### src/rtl/mtm_alu_pkg.sv
// Shared definitions for the MTM ALU serial path: frame layout, control codes,
// transmitter FSM states and the CRC3 used on result packets.
package mtm_alu_pkg;

    typedef enum logic [2:0] {
        TX_IDLE,
        TX_START,
        TX_TYPE,
        TX_DATA,
        TX_STOP
    } tx_state_e;

    localparam logic FRAME_DATA = 1'b0;
    localparam logic FRAME_CTL  = 1'b1;

    localparam int unsigned FRAME_LEN = 11;

    // Error/echo control codes (bit7 set) shared with the ALU core and deserializer
    localparam logic [7:0] CTL_ERR_DATA = 8'b1100_1001;
    localparam logic [7:0] CTL_ERR_CRC  = 8'b1010_0101;
    localparam logic [7:0] CTL_ERR_OP   = 8'b1001_0011;

    // CRC3, polynomial x^3+x+1, init 0, data consumed MSB first
    function automatic logic [2:0] crc3(input logic [36:0] d);
        logic [2:0] c;
        logic       fb;
        c = '0;
        for (int unsigned i = 0; i < 37; i++) begin
            fb = c[2] ^ d[36 - i];
            c  = {c[1], c[0] ^ fb, fb};
        end
        return c;
    endfunction

endpackage

### src/rtl/mtm_alu_serializer_if.sv
// Result handshake between the ALU core (master) and the serializer (slave).
interface mtm_alu_serializer_if;

    logic        in_valid;
    logic        in_ready;
    logic [31:0] C;
    logic [7:0]  CTL;

    modport master (output in_valid, output C, output CTL, input in_ready);
    modport slave  (input in_valid, input C, input CTL, output in_ready);

endinterface

### src/rtl/mtm_alu_frame_tx.sv
// Sends one 11-bit frame {start, type, byte MSB first, stop}; a new frame may be
// loaded on the last stop-bit cycle so consecutive frames have no gap.
module mtm_alu_frame_tx
    import mtm_alu_pkg::*;
#(
    parameter int unsigned CLKS_PER_BIT = 1
) (
    input  logic       clk,
    input  logic       rst,
    input  logic       i_start,
    input  logic       i_type,
    input  logic [7:0] i_byte,
    output logic       o_sout,
    output logic       o_idle,
    output logic       o_done
);

    localparam logic [7:0] DIV_LAST = 8'(CLKS_PER_BIT - 1);

    tx_state_e  r_state;
    logic [7:0] r_div;
    logic [2:0] r_bit;
    logic [7:0] r_byte;
    logic       r_type;
    logic       r_sout;
    logic       r_idle;

    logic w_tick;
    logic w_done;
    logic w_load;

    assign w_tick = (r_div == DIV_LAST);
    assign w_done = (r_state == TX_STOP) && w_tick;
    assign w_load = i_start && ((r_state == TX_IDLE) || w_done);

    always_ff @(posedge clk) begin
        if (rst) begin
            r_state <= TX_IDLE;
            r_div   <= '0;
            r_bit   <= '0;
            r_byte  <= '0;
            r_type  <= 1'b0;
            r_sout  <= 1'b1;
            r_idle  <= 1'b1;
        end else if (w_load) begin
            r_state <= TX_START;
            r_div   <= '0;
            r_bit   <= 3'd7;
            r_byte  <= i_byte;
            r_type  <= i_type;
            r_sout  <= 1'b0;
            r_idle  <= 1'b0;
        end else if (r_state != TX_IDLE) begin
            if (!w_tick) begin
                r_div <= r_div + 8'd1;
            end else begin
                r_div <= '0;
                case (r_state)
                    TX_START: begin
                        r_state <= TX_TYPE;
                        r_sout  <= r_type;
                    end
                    TX_TYPE: begin
                        r_state <= TX_DATA;
                        r_bit   <= 3'd7;
                        r_sout  <= r_byte[7];
                    end
                    TX_DATA: begin
                        if (r_bit == 3'd0) begin
                            r_state <= TX_STOP;
                            r_sout  <= 1'b1;
                        end else begin
                            r_bit  <= r_bit - 3'd1;
                            r_sout <= r_byte[r_bit - 3'd1];
                        end
                    end
                    default: begin
                        r_state <= TX_IDLE;
                        r_sout  <= 1'b1;
                        r_idle  <= 1'b1;
                    end
                endcase
            end
        end
    end

    assign o_sout = r_sout;
    assign o_idle = r_idle;
    assign o_done = w_done;

endmodule

### src/rtl/mtm_alu_serializer.sv
// ALU result serializer: accepts C/CTL, emits 4 DATA + 1 CTL frames (or a lone
// CTL frame for error/echo codes) and optionally re-checks the result CRC3.
module mtm_alu_serializer
    import mtm_alu_pkg::*;
#(
    parameter int unsigned CLKS_PER_BIT = 1,
    parameter bit          CHECK_CRC    = 1'b1
) (
    input  logic                 clk,
    input  logic                 rst,
    mtm_alu_serializer_if.slave  bus,
    output logic                 sout,
    output logic                 busy,
    output logic                 crc_err
);

    logic [31:0] r_c;
    logic [7:0]  r_ctl;
    logic [2:0]  r_frame;
    logic        r_crc_err;

    logic       w_idle;
    logic       w_done;
    logic       w_sout;
    logic       w_accept;
    logic       w_next;
    logic       w_start;
    logic       w_type;
    logic [7:0] w_byte;

    assign w_accept = bus.in_valid && w_idle;
    assign w_next   = w_done && !r_ctl[7] && (r_frame <= 3'd4);

    // First frame is fed straight from the inputs so its start bit follows the accept edge
    always_comb begin
        w_start = 1'b0;
        w_type  = FRAME_DATA;
        w_byte  = '0;
        if (w_accept) begin
            w_start = 1'b1;
            if (bus.CTL[7]) begin
                w_type = FRAME_CTL;
                w_byte = bus.CTL;
            end else begin
                w_byte = bus.C[31:24];
            end
        end else if (w_next) begin
            w_start = 1'b1;
            case (r_frame)
                3'd1:    w_byte = r_c[23:16];
                3'd2:    w_byte = r_c[15:8];
                3'd3:    w_byte = r_c[7:0];
                default: begin
                    w_type = FRAME_CTL;
                    w_byte = r_ctl;
                end
            endcase
        end
    end

    always_ff @(posedge clk) begin
        if (rst) begin
            r_c       <= '0;
            r_ctl     <= '0;
            r_frame   <= '0;
            r_crc_err <= 1'b0;
        end else begin
            r_crc_err <= 1'b0;
            if (w_accept) begin
                r_c       <= bus.C;
                r_ctl     <= bus.CTL;
                r_frame   <= 3'd1;
                r_crc_err <= CHECK_CRC && !bus.CTL[7] &&
                             (crc3({bus.C, 1'b0, bus.CTL[6:3]}) != bus.CTL[2:0]);
            end else if (w_next) begin
                r_frame <= r_frame + 3'd1;
            end
        end
    end

    mtm_alu_frame_tx #(
        .CLKS_PER_BIT(CLKS_PER_BIT)
    ) u_frame_tx (
        .clk    (clk),
        .rst    (rst),
        .i_start(w_start),
        .i_type (w_type),
        .i_byte (w_byte),
        .o_sout (w_sout),
        .o_idle (w_idle),
        .o_done (w_done)
    );

    assign bus.in_ready = w_idle;
    assign busy         = !w_idle;
    assign sout         = w_sout;
    assign crc_err      = r_crc_err;

endmodule

### src/flat_wrapper.sv
// flat-port wrapper written by rule: the top's interface ports become plain ports
module mtm_alu_serializer_flat import mtm_alu_pkg::*;
#(
    parameter int unsigned CLKS_PER_BIT = 1,
    parameter bit          CHECK_CRC    = 1'b1
)
  (clk, rst, sout, busy, crc_err, bus_in_valid, bus_C, bus_CTL, bus_in_ready);
  mtm_alu_serializer_if bus_i ();
  input  logic clk;
  input  logic rst;
  output logic sout;
  output logic busy;
  output logic crc_err;
  input wire logic [$bits(bus_i.in_valid)-1:0] bus_in_valid;
  input wire logic [$bits(bus_i.C)-1:0] bus_C;
  input wire logic [$bits(bus_i.CTL)-1:0] bus_CTL;
  output wire logic [$bits(bus_i.in_ready)-1:0] bus_in_ready;
  assign bus_i.in_valid = bus_in_valid;
  assign bus_i.C = bus_C;
  assign bus_i.CTL = bus_CTL;
  assign bus_in_ready = bus_i.in_ready;
  mtm_alu_serializer #(.CLKS_PER_BIT(CLKS_PER_BIT), .CHECK_CRC(CHECK_CRC)) u_core (.clk(clk), .rst(rst), .bus(bus_i), .sout(sout), .busy(busy), .crc_err(crc_err));
endmodule
### config.mk
export PLATFORM = sky130hd
export DESIGN_NAME = mtm_alu_serializer_flat
export DESIGN_NICKNAME = d
export VERILOG_FILES = /design/src/rtl/mtm_alu_pkg.sv /design/src/rtl/mtm_alu_serializer_if.sv /design/src/rtl/mtm_alu_frame_tx.sv /design/src/rtl/mtm_alu_serializer.sv /design/src/flat_wrapper.sv
export SDC_FILE = /design/constraint.sdc
export NUM_CORES = 1
export LEC_CHECK = 0
export BUFFER_PORTS_ARGS = -buffer_cell sky130_fd_sc_hd__clkbuf_2
export CAP_MARGIN = 20
export CELL_PAD_IN_SITES_DETAIL_PLACEMENT = 1
export CELL_PAD_IN_SITES_GLOBAL_PLACEMENT = 2
export CORE_ASPECT_RATIO = 1.75
export CORE_MARGIN = 10
export CORE_UTILIZATION = 34
export DETAILED_ROUTE_END_ITERATION = 10
export HOLD_SLACK_MARGIN = 0.15
export PLACE_DENSITY_LB_ADDON = 0.1
export SLEW_MARGIN = 10
export SYNTH_ARGS = -nofsm -noshare
export SYNTH_HDL_FRONTEND = slang
export SYNTH_SLANG_ARGS = --single-unit
### constraint.sdc
create_clock -name clk -period 2.9 [get_ports clk]
set_input_delay 0.29 -clock clk [delete_from_list [all_inputs] [get_ports clk]]
set_output_delay 0.29 -clock clk [all_outputs]
set_load 0.01 [all_outputs]
==> flow_summary.json <==
{
  "grt_first_pass_wirelength_mm": 17.03,
  "final_layout_size_suffix_gt1_share_pct": 16.74,
  "post_synth_instance_area_mm2": 0.003343,
  "detail_route.first_pass.iterations": 8,
  "hold_viol": 0,
  "timing.max_slew.rel_slack_pct": 49.30,
  "starting_density_of_the_core_pct": 35.09,
  "cts_repair_resize_count": 0,
  "route.antenna.remaining_nets": 0,
  "detailedRoute.firstIterationViolations": 115,
  "hpwl_mm": 8.157,
  "hp-class": "in2reg",
  "finalCriticalPeriod_ps": 2316,
  "clk_transition_reported_paths_ps": 50,
  "number_of_enable_flip_flop_cells_after_synthesis": 0,
  "totalWireLength_mm": 10.63,
  "totalPowerFinal_w": 0.002939,
  "timing.critical_path.mode_cell": "nand2_1",
  "synth.yosys.seq_area_share_pct": 36.53,
  "synth_largest_type_area_fraction_pct": 36.53,
  "n_diodes": 0,
  "cts_bufs_inserted": 9,
  "slew_violations": 0,
  "cts_tree": "done",
  "vias": 2999,
  "critPathBufInv": 2,
  "synthesis.instances": 411,
  "htreeDepth": 3,
  "areaGrowthSynthToFinish_pct": 18.86,
  "synth.most_common_cell": "nand2_1",
  "worst_clock_skew_ps": 3.635,
  "power-per-cell-area_mw_per_mm2": 739.6,
  "synth_flop_cell": "dfxtp_1",
  "synth-seq-cells": 61,
  "floorplan.die.height_um": 151.2,
  "crit_path_top_delay_cell": "and3_1",
  "dieWidth_um": 94.96,
  "global_placement_routability_congestion": 0.8258,
  "run_status": "complete, no violations",
  "yosys_warning_total": 0,
  "worstSetupEndpointType": "flop",
  "cp.arrival_ps": 2560,
  "critical_path_class": "reg2reg",
  "design.final.nets": 501,
  "remaining_drc_errors": 0,
  "ir_drop_mv": 0.3398,
  "grt_remaining_overflow": 0,
  "port_buffers": 46,
  "ys_top_cells_by_area": "dfxtp_1 (37%), nand2_1 (9.3%), xnor2_1 (8.6%)",
  "top_delay_family_on_crit_path": "simple AND/OR/NAND/NOR gates",
  "synth_cell_types": 43,
  "post-route-period-util_pct": 79.85,
  "timing_worst_slew_pin_value_ps": 758.9,
  "postLayoutCoreUtil_pct": 41.71,
  "coreArea_mm2": 0.009527,
  "timing.max_cap.violations": 0,
  "hold_ws_ps": 202.6,
  "ctsLongestPathBuffers": 2,
  "via_count_of_the_first_global_routing_pass": 3175,
  "design.die.area_mm2": 0.01436,
  "cellLeakagePower_nw": 1.593,
  "critical_path_peak_fanout": 10,
  "clk_latency_ps": 330,
  "floorplan.io_pins": 47,
  "rsz_0062_raised_after_global_routing": "no",
  "grt_start_max_net_pins": 44,
  "asyncSetResetFlopFracSynth_pct": 0,
  "fmaxAchievable_ghz": 0.4318,
  "required_ps": 3140,
  "number_of_sinks_handled_by_clock_tree_synthesis": 61,
  "synthesis.area_per_instance_um2": 8.134,
  "syn_nets": 463,
  "worst_setup_path_start_kind": "flop",
  "synthTopCellsByCount": "nand2_1 (83), dfxtp_1 (61), a21oi_1 (44)",
  "setup_viols_final": 0,
  "critical_path.cell_chain": "inv_1 -> ha_1 -> nor4b_1 -> nand2_1 -> nand2_1 -> and3_1 -> buf_4 -> nor2_1 -> a311oi_1",
  "sum_neg_setup_slack_ps": 0,
  "grt_util_all_layers_pct": 15.67,
  "grt_antenna_before_repair": 0,
  "rows": 47,
  "post_cts_hold_buffer_count": 0,
  "via_per_inst": 5.207,
  "cts.repair_timing.setup_buffer_count": 0,
  "clock-root-buffer": "clkbuf_16",
  "synthDominantAreaCellType": "dfxtp_1",
  "slowest_delay_ps": 390,
  "avgRoutedWirePerCell_um": 18.46
}
==> flip-flops by register name, indices dropped and copies added (netlist names) <==
register,count
u_core.crc_err,1
u_core.u_frame_tx.r_byte,8
u_core.u_frame_tx.r_bit,3
u_core.u_frame_tx.r_state,3
u_core.r_frame,3
u_core.u_frame_tx.r_type,1
u_core.r_ctl,8
u_core.u_frame_tx.o_idle,1
u_core.u_frame_tx.r_div,8
u_core.r_c,24
u_core.u_frame_tx.o_sout,1
==> kinds of logic (layout without fill, tap and decap cells) <==
| kind of cell | Yosys count | count (layout) | share of synthesized area (%) |
|---|---|---|---|
| and+or+nand+nor | 159 | 159 | 20.66 |
| AOI/OAI and AO/OA | 81 | 81 | 15.01 |
| DFF | 61 | 61 | 36.53 |
| xor gates and xnor gates | 53 | 53 | 16.02 |
| buffers and inverters | 36 | 79 | 4.042 |
| muxes | 12 | 12 | 4.379 |
| adders and majority gates | 9 | 9 | 3.368 |
==> power breakdown <==
part,internal [W],total [W],switching [W]
registers,0.000935,0.00101,0.0000724
clock network,0.000682,0.00106,0.000381
logic,0.000366,0.000869,0.000503
==> layer usage <==
metal / GRT usage [%] / up-vias / share of wire [%]
met1: 16.17 / 1441 / 39
met4: 5.714 / 0 / 1.7
met3: 3.964 / 12 / 3.4
met2: 29.24 / 57 / 56
li1: - / 1489 / -
met5: 0 / - / 0
==> tightest hold or removal path, stage by stage <==
cell and delay, ps:
clkbuf_2 90, nand2_1 50, a21oi_1 50
==> cells in the final DEF, fill, tap and decap left out, types with 2 or more instances in the layout <==
master / instances
mux4_2: 2
a222oi_1: 8
nor2_1: 31
nand2_1: 83
o21ai_0: 10
clkbuf_2: 46
and2_1: 2
xor2_1: 14
nor2b_1: 3
o21bai_1: 2
clkinv_2: 4
ha_1: 9
nand3_1: 6
xnor3_1: 3
dfxtp_1: 61
nand4_1: 4
xnor2_1: 33
nor4_1: 3
a31oi_1: 2
or3_1: 3
nand2b_1: 2
inv_1: 10
a211oi_1: 7
a21oi_1: 44
and3_1: 3
mux2i_1: 9
buf_4: 7
clkbuf_16: 9
nor3_1: 15
==> through the flow <==
step	worst slack (ps)	std cells	cell area (um2)
2_1_floorplan	497.0	411	3343
3_3_place_gp	316.9	560	3681
3_5_place_dp	249.7	560	3681
4_1_cts	537.4	576	3974
5_1_grt	369.5	576	3974
6_report	584.3	576	3974
==> layout make-up <==
type	instances	area (um2)
well taps	122	152.6
fillers	1210	5553
clock inverters	5	50.05
inverters	10	37.54
clock buffers	11	242.7
flip-flops and latches	61	1221
repair buffers	53	282.8
multi-input cells	314	1987
==> path summary, 6_finish.rpt <==
| check | to | slack (ps) | from | depth (start not counted) |
|---|---|---|---|---|
| worst max-delay path | u_core.u_frame_tx.r_type | 580 | u_core.u_frame_tx.r_div[0] | 9 |
| worst min-delay path | u_core.r_c[10] | 200 | bus_C[10] | 3 |
| worst max register to register | u_core.u_frame_tx.r_type | 580 | u_core.u_frame_tx.r_div[0] | 9 |
| worst min register to register | u_core.r_ctl[7] | 460 | u_core.r_ctl[7] | 2 |
No activity file was read; power rests on OpenSTA's default activity.
